### config.mk
export PLATFORM = sky130hd
export DESIGN_NAME = edge_pulse_gen_flat
export DESIGN_NICKNAME = d
export VERILOG_FILES = /design/src/rtl/edge_pulse_gen_pkg.sv /design/src/rtl/edge_pulse_gen_if.sv /design/src/rtl/edge_pulse_gen_ch.sv /design/src/rtl/edge_pulse_gen.sv /design/src/flat_wrapper.sv
export SDC_FILE = /design/constraint.sdc
export NUM_CORES = 1
export LEC_CHECK = 0
export BUFFER_PORTS_ARGS = -buffer_cell sky130_fd_sc_hd__buf_2
export CAP_MARGIN = 20
export CORE_MARGIN = 3
export CORE_UTILIZATION = 55
export CTS_CLUSTER_SIZE = 24
export DETAILED_ROUTE_END_ITERATION = 6
export PLACE_DENSITY = 0.83
export SLEW_MARGIN = 5
export SYNTH_ARGS = -nofsm -noshare
export SYNTH_HDL_FRONTEND = slang
export SYNTH_SLANG_ARGS = --single-unit
### constraint.sdc
create_clock -name clk -period 4.8 [get_ports clk]
set_input_delay 0.96 -clock clk [delete_from_list [all_inputs] [get_ports clk]]
set_output_delay 0.96 -clock clk [all_outputs]
set_load 0.01 [all_outputs]
### src/rtl/edge_pulse_gen_pkg.sv
// Shared constants for the multi-channel level-to-pulse converter.
// Edge-select mode encodings, pulse FSM state encoding and edge qualifier helper.
// Imported by the channel, the top level and the bench.
package edge_pulse_pkg;

  localparam logic [1:0] MODE_RISE = 2'b00;
  localparam logic [1:0] MODE_FALL = 2'b01;
  localparam logic [1:0] MODE_BOTH = 2'b10;
  localparam logic [1:0] MODE_OFF  = 2'b11;

  typedef enum logic {
    ST_IDLE  = 1'b0,
    ST_PULSE = 1'b1
  } pulse_st_e;

  // True when a level change towards new_lvl is a direction the mode wants reported.
  function automatic logic edge_enabled(input logic [1:0] mode, input logic new_lvl);
    logic en;
    case (mode)
      MODE_RISE: en = new_lvl;
      MODE_FALL: en = ~new_lvl;
      MODE_BOTH: en = 1'b1;
      default:   en = 1'b0;
    endcase
    return en;
  endfunction

endpackage

### src/rtl/edge_pulse_gen_if.sv
// Level-in / pulse-out bundle of the edge pulse generator.
// master = the side driving levels and mode; slave = the converter itself.
// No handshake: levels are sampled every cycle, pulses are one-shot.
interface edge_pulse_gen_if #(
  parameter int CH = 4
);
  import edge_pulse_pkg::*;

  logic [CH-1:0] L;
  logic [1:0]    mode;
  logic [CH-1:0] P;
  logic [CH-1:0] level;
  logic          any_p;

  modport master (output L, mode, input P, level, any_p);
  modport slave  (input L, mode, output P, level, any_p);
endinterface

### src/rtl/edge_pulse_gen_ch.sv
// One channel: optional 2-flop sync, debounce filter, edge detect, pulse-width FSM.
// Latency L -> P/level is 2*SYNC + max(DEBOUNCE,1) cycles; P lasts PULSE_W cycles.
// No backpressure: events retrigger (extend) a pulse already in progress.
module edge_pulse_ch
  import edge_pulse_pkg::*;
#(
  parameter int SYNC     = 1,
  parameter int DEBOUNCE = 4,
  parameter int PULSE_W  = 1
) (
  input  logic       clk,
  input  logic       rst,
  input  logic       l_i,
  input  logic [1:0] mode_i,
  output logic       p_o,
  output logic       p_nxt_o,
  output logic       level_o
);

  localparam int CW = (DEBOUNCE > 0) ? $clog2(DEBOUNCE + 1) : 1;
  localparam int WW = (PULSE_W > 1) ? $clog2(PULSE_W) : 1;

  logic raw;

  generate
    if (SYNC != 0) begin : g_sync
      logic [1:0] sync_q;
      // Two-stage synchroniser for the asynchronous level input.
      always_ff @(posedge clk) begin
        if (rst) sync_q <= 2'b00;
        else     sync_q <= {sync_q[0], l_i};
      end
      assign raw = sync_q[1];
    end else begin : g_nosync
      assign raw = l_i;
    end
  endgenerate

  logic          s_q, s_d;
  logic [CW-1:0] cnt_q, cnt_d;

  // Debounce: a new level must persist DEBOUNCE consecutive cycles; any return clears the count.
  always_comb begin
    s_d   = s_q;
    cnt_d = cnt_q;
    if (DEBOUNCE == 0) begin
      s_d   = raw;
      cnt_d = '0;
    end else if (raw == s_q) begin
      cnt_d = '0;
    end else if (cnt_q == CW'(DEBOUNCE - 1)) begin
      s_d   = raw;
      cnt_d = '0;
    end else begin
      cnt_d = cnt_q + 1'b1;
    end
  end

  // Debounced level and its persistence counter.
  always_ff @(posedge clk) begin
    if (rst) begin
      s_q   <= 1'b0;
      cnt_q <= '0;
    end else begin
      s_q   <= s_d;
      cnt_q <= cnt_d;
    end
  end

  // An event is an accepted level change in a direction the current mode reports.
  logic ev;
  assign ev = (s_d != s_q) && edge_enabled(mode_i, s_d);

  pulse_st_e     st_q;
  logic [WW-1:0] wcnt_q;
  logic          p_q;
  logic          p_nxt;

  // Next-state pulse value, shared by the FSM and the top-level any_p register.
  assign p_nxt = ev | ((st_q == ST_PULSE) && (wcnt_q != '0));

  // Pulse FSM: load width on event, retrigger reloads, count down to IDLE.
  always_ff @(posedge clk) begin
    if (rst) begin
      st_q   <= ST_IDLE;
      wcnt_q <= '0;
      p_q    <= 1'b0;
    end else begin
      p_q <= p_nxt;
      case (st_q)
        ST_IDLE: begin
          if (ev) begin
            st_q   <= ST_PULSE;
            wcnt_q <= WW'(PULSE_W - 1);
          end
        end
        ST_PULSE: begin
          if (ev) begin
            wcnt_q <= WW'(PULSE_W - 1);
          end else if (wcnt_q == '0) begin
            st_q <= ST_IDLE;
          end else begin
            wcnt_q <= wcnt_q - 1'b1;
          end
        end
        default: begin
          st_q   <= ST_IDLE;
          wcnt_q <= '0;
        end
      endcase
    end
  end

  assign p_o     = p_q;
  assign p_nxt_o = p_nxt;
  assign level_o = s_q;

endmodule

### src/rtl/edge_pulse_gen.sv
// Multi-channel level-to-pulse converter: CH independent channels plus a registered any_p.
// Latency L -> P/level is 2*SYNC + max(DEBOUNCE,1) cycles; any_p aligned with P.
// No backpressure: outputs are one-shot pulses, consumers must sample every cycle.
module edge_pulse_gen
  import edge_pulse_pkg::*;
#(
  parameter int CH       = 4,
  parameter int SYNC     = 1,
  parameter int DEBOUNCE = 4,
  parameter int PULSE_W  = 1
) (
  input  logic             clk,
  input  logic             rst,
  edge_pulse_gen_if.slave  bus
);

  logic [CH-1:0] p_w;
  logic [CH-1:0] p_nxt_w;
  logic [CH-1:0] level_w;

  generate
    for (genvar i = 0; i < CH; i++) begin : g_ch
      edge_pulse_ch #(
        .SYNC     (SYNC),
        .DEBOUNCE (DEBOUNCE),
        .PULSE_W  (PULSE_W)
      ) u_ch (
        .clk     (clk),
        .rst     (rst),
        .l_i     (bus.L[i]),
        .mode_i  (bus.mode),
        .p_o     (p_w[i]),
        .p_nxt_o (p_nxt_w[i]),
        .level_o (level_w[i])
      );
    end
  endgenerate

  logic any_p_q, any_p_d;
  assign any_p_d = |p_nxt_w;

  // any_p is built from next-state P so it rises and falls on the same edge as P.
  always_ff @(posedge clk) begin
    if (rst) any_p_q <= 1'b0;
    else     any_p_q <= any_p_d;
  end

  assign bus.P     = p_w;
  assign bus.level = level_w;
  assign bus.any_p = any_p_q;

endmodule

### src/flat_wrapper.sv
// flat-port wrapper written by rule: the top's interface ports become plain ports
module edge_pulse_gen_flat import edge_pulse_pkg::*;
#(
  parameter int CH       = 4,
  parameter int SYNC     = 1,
  parameter int DEBOUNCE = 4,
  parameter int PULSE_W  = 1
)
  (clk, rst, bus_L, bus_mode, bus_P, bus_level, bus_any_p);
  edge_pulse_gen_if #(.CH(CH)) bus_i ();
  input  logic clk;
  input  logic rst;
  input wire logic [$bits(bus_i.L)-1:0] bus_L;
  input wire logic [$bits(bus_i.mode)-1:0] bus_mode;
  output wire logic [$bits(bus_i.P)-1:0] bus_P;
  output wire logic [$bits(bus_i.level)-1:0] bus_level;
  output wire logic [$bits(bus_i.any_p)-1:0] bus_any_p;
  assign bus_i.L = bus_L;
  assign bus_i.mode = bus_mode;
  assign bus_P = bus_i.P;
  assign bus_level = bus_i.level;
  assign bus_any_p = bus_i.any_p;
  edge_pulse_gen #(.CH(CH), .SYNC(SYNC), .DEBOUNCE(DEBOUNCE), .PULSE_W(PULSE_W)) u_core (.clk(clk), .rst(rst), .bus(bus_i));
endmodule
==> impl_metrics.yaml <==
synthesis:
  syn_nets: 125
  ys_ff_latch: 29
  synthDistinctLibCells: 16
  synthArstFlopShare_pct: 0
  synth_warnings: 0
  syn_area_um2: 1160
  synth_flop_cell: "dfxtp_1"
  synth_edf_count: 0
  seq_area_frac_synth_pct: 49.9
  postSynthCellCount: 109
  synth.avg_cell_area_um2: 10.7
clocking:
  post_cts_buffers: 0
  cts_root_buf: "clkbuf_4"
  hold_buffers: 0
  cts.clk_slew.worst_paths_ns: 0.08
  cts_max_path_buffers: 2
  cts_buffers: 5
  cts_tree: "built"
  cts_resized: 0
  ctsHtreeMaxLevel: 2
  clkLatencyLatePin_ns: 0.31
  cts.sinks: 29
pwr:
  internal_power_uw: 336
  ir_drop_mv: 0.224
  seqPwrFrac_pct: 58.4
  comb_power_share_pct: 3.4
  clockPowerShare_pct: 38.2
  p_sw_uw: 86.8
  fin_total_pwr_uw: 423
  leakagePower_nw: 0.576
  switching_share_pct: 20.5
  p_per_area_nw_per_um2: 333
global_route:
  grt_pass1_vias: 688
  grt_max_degree: 18
  grtUsageTotal_pct: 15.6
  grt_pass1_wl_um: 2950
  antenna_found_initial: 0
  grt.overflow.total: 0
drt:
  drt_pass1_iterations: 3
  drcViolationCount: 0
  first_iter_violations: 4
  ant_nets: 0
  routed_wl_um: 1670
  viasPerCell: 5.04
  via_count: 756
  wl_per_cell_um: 11.1
floorplanning:
  rows: 16
  start_util_pct: 58.6
  die-area_um2: 2700
  core_um2: 1980
  die_w_um: 52.0
  die_h_um: 52.0
  pin_count: 17
place:
  post_dp_cell_area_um2: 1200
  port_buffers: 16
  place_inst: 142
  place.gp.congestion: 0.808
sta:
  fin_crit_ns: 2.00
  finalHoldViolations: 0
  grt_setup_unrepaired: "no"
  drv_slew: 0
  finalCritPeriodShare_pct: 41.7
  max_freq_mhz: 499
  skew_ns: 0.00387
  setup_viol: 0
  setup_tns_ns: 0
  tightest_slew_ns: 0.287
  slew_headroom_pct: 80.6
critical_path:
  critical_path.max_stage_delay_ns: 0.50
  cp_slowest_cell: "or4_1"
  arrival_ns: 2.20
  startpoint_type: "input port"
  required_ns: 4.99
  end_kind: "flip-flop"
  worstSetupPathType: "input port to flip-flop"
  crit_chain: "buf_2 -> and4bb_1 -> o311a_1 -> or4_1"
  crit_fanout: 12
finish:
  num_antenna_cells: 0
  area_delta_synth_final_pct: 9.36
  fin_cells: 150
  post-route-cell-area_um2: 1270
  drive_gt1_share_pct: 19.5
  final_nets: 138
job:
  cap_viol_max_count: 0
hold_path:
  hp-class: "flip-flop to flip-flop"
run_status:
  outcome: "completed"
-- cells by family (layout without fill, tap and decap cells) --
group / Yosys count / count (layout) / share of synthesized area, %
compound gates: 4 / 4 / 3.44
xor+xnor: 4 / 4 / 3.01
fa+ha+maj: 8 / 8 / 8.61
buf+inv: 19 / 33 / 9.36
flops: 29 / 29 / 49.9
mux: 4 / 4 / 3.44
simple gates: 41 / 41 / 22.2
-- worst paths after layout --
check                                  startpoint                           end  slack [ns]  cells past startpoint
max                                   bus_mode[0]              u_core.bus.any_p        2.80                      4
min                  u_core.g_ch[2].u_ch.cnt_q[0]  u_core.g_ch[2].u_ch.cnt_q[0]        0.43                      1
max reg2reg  u_core.g_ch[1].u_ch.g_sync.sync_q[1]              u_core.bus.any_p        3.19                      3
min reg2reg          u_core.g_ch[2].u_ch.cnt_q[0]  u_core.g_ch[2].u_ch.cnt_q[0]        0.43                      1
-- stage by stage --
step	utilization (%)	hold slack [ns]	setup slack [ns]
5_1_grt	64.1	0.451	2.78
4_1_cts	64.1	0.429	2.82
3_3_place_gp	60.6	0.405	2.53
6_report	64.1	0.425	2.80
3_5_place_dp	60.6	0.416	2.47
2_1_floorplan	-	0.399	2.64
-- worst max-delay path, delay by kind of cell --
family / cells / cell delay [ns]
AO/OA/AOI/OAI: 1 / 0.34
buffers and inverters: 1 / 0.18
AND/OR/NAND/NOR: 2 / 0.71
-- cell type report --
class | count | area [um^2]
flip-flops and latches | 29 | 581
clock buffers | 7 | 65.1
well taps | 27 | 33.8
multi-input cells | 61 | 473
inverters | 9 | 33.8
clock inverters | 1 | 5.00
repair buffers | 16 | 80.1
fillers | 169 | 711
-- cell usage after synthesis, types with 2 or more instances --
| library cell | count | area share, % |
|---|---|---|
| nor3b_1 | 4 | 2.6 |
| dfxtp_1 | 29 | 50 |
| xnor2_1 | 4 | 3.0 |
| mux2i_1 | 4 | 3.4 |
| nor2_1 | 16 | 5.2 |
| inv_1 | 9 | 2.9 |
| nor2b_1 | 8 | 4.3 |
| or3_1 | 4 | 2.2 |
| ha_1 | 8 | 8.6 |
| buf_4 | 8 | 5.2 |
| nor4bb_1 | 6 | 5.2 |
| o311a_1 | 4 | 3.4 |
| and4bb_1 | 2 | 2.2 |
-- power by group through the flow --
stage	Combinational [mW]	Clock (mW)	Sequential [mW]
6_report	0.0142	0.162	0.247
4_1_cts	0.0144	0.167	0.247
5_1_grt	0.0162	0.178	0.248
3_5_place_dp	0.0143	0	0.253
3_3_place_gp	0.0135	0	0.253
2_1_floorplan	0.00975	0	0.252
-- per-layer routing --
| metal | vias to the layer above | wire length (um) | track usage (%) |
|---|---|---|---|
| li1 | 386 | - | - |
| met3 | 4 | 127 | 8.31 |
| met5 | - | 0 | 0 |
| met4 | 0 | 25 | 7.86 |
| met1 | 343 | 745 | 17.3 |
| met2 | 23 | 772 | 23.8 |
-- cells in the final DEF, fill, tap and decap left out --
cell type / netlist / final
nor2b_1: 8 / 8
nor3b_1: 4 / 4
ha_1: 8 / 8
or3_1: 4 / 4
and4bb_1: 2 / 2
dfxtp_1: 29 / 29
clkbuf_4: 0 / 5
clkbuf_8: 0 / 2
or4_1: 1 / 1
buf_2: 0 / 16
inv_1: 9 / 9
mux2i_1: 4 / 4
xnor2_1: 4 / 4
clkinv_2: 0 / 1
o311a_1: 4 / 4
nor2_1: 16 / 16
nor4bb_1: 6 / 6
-- flip-flops by register name, summed over array words and instances (netlist names) --
register                        flops
u_core.bus.any_p                    1
u_core.g_ch.u_ch.cnt_q             12
u_core.g_ch.u_ch.g_sync.sync_q      8
u_core.g_ch.u_ch.level_o            4
u_core.g_ch.u_ch.p_o                1
u_core.g_ch.u_ch.st_q               3
Power figures use the tool's default switching activity.
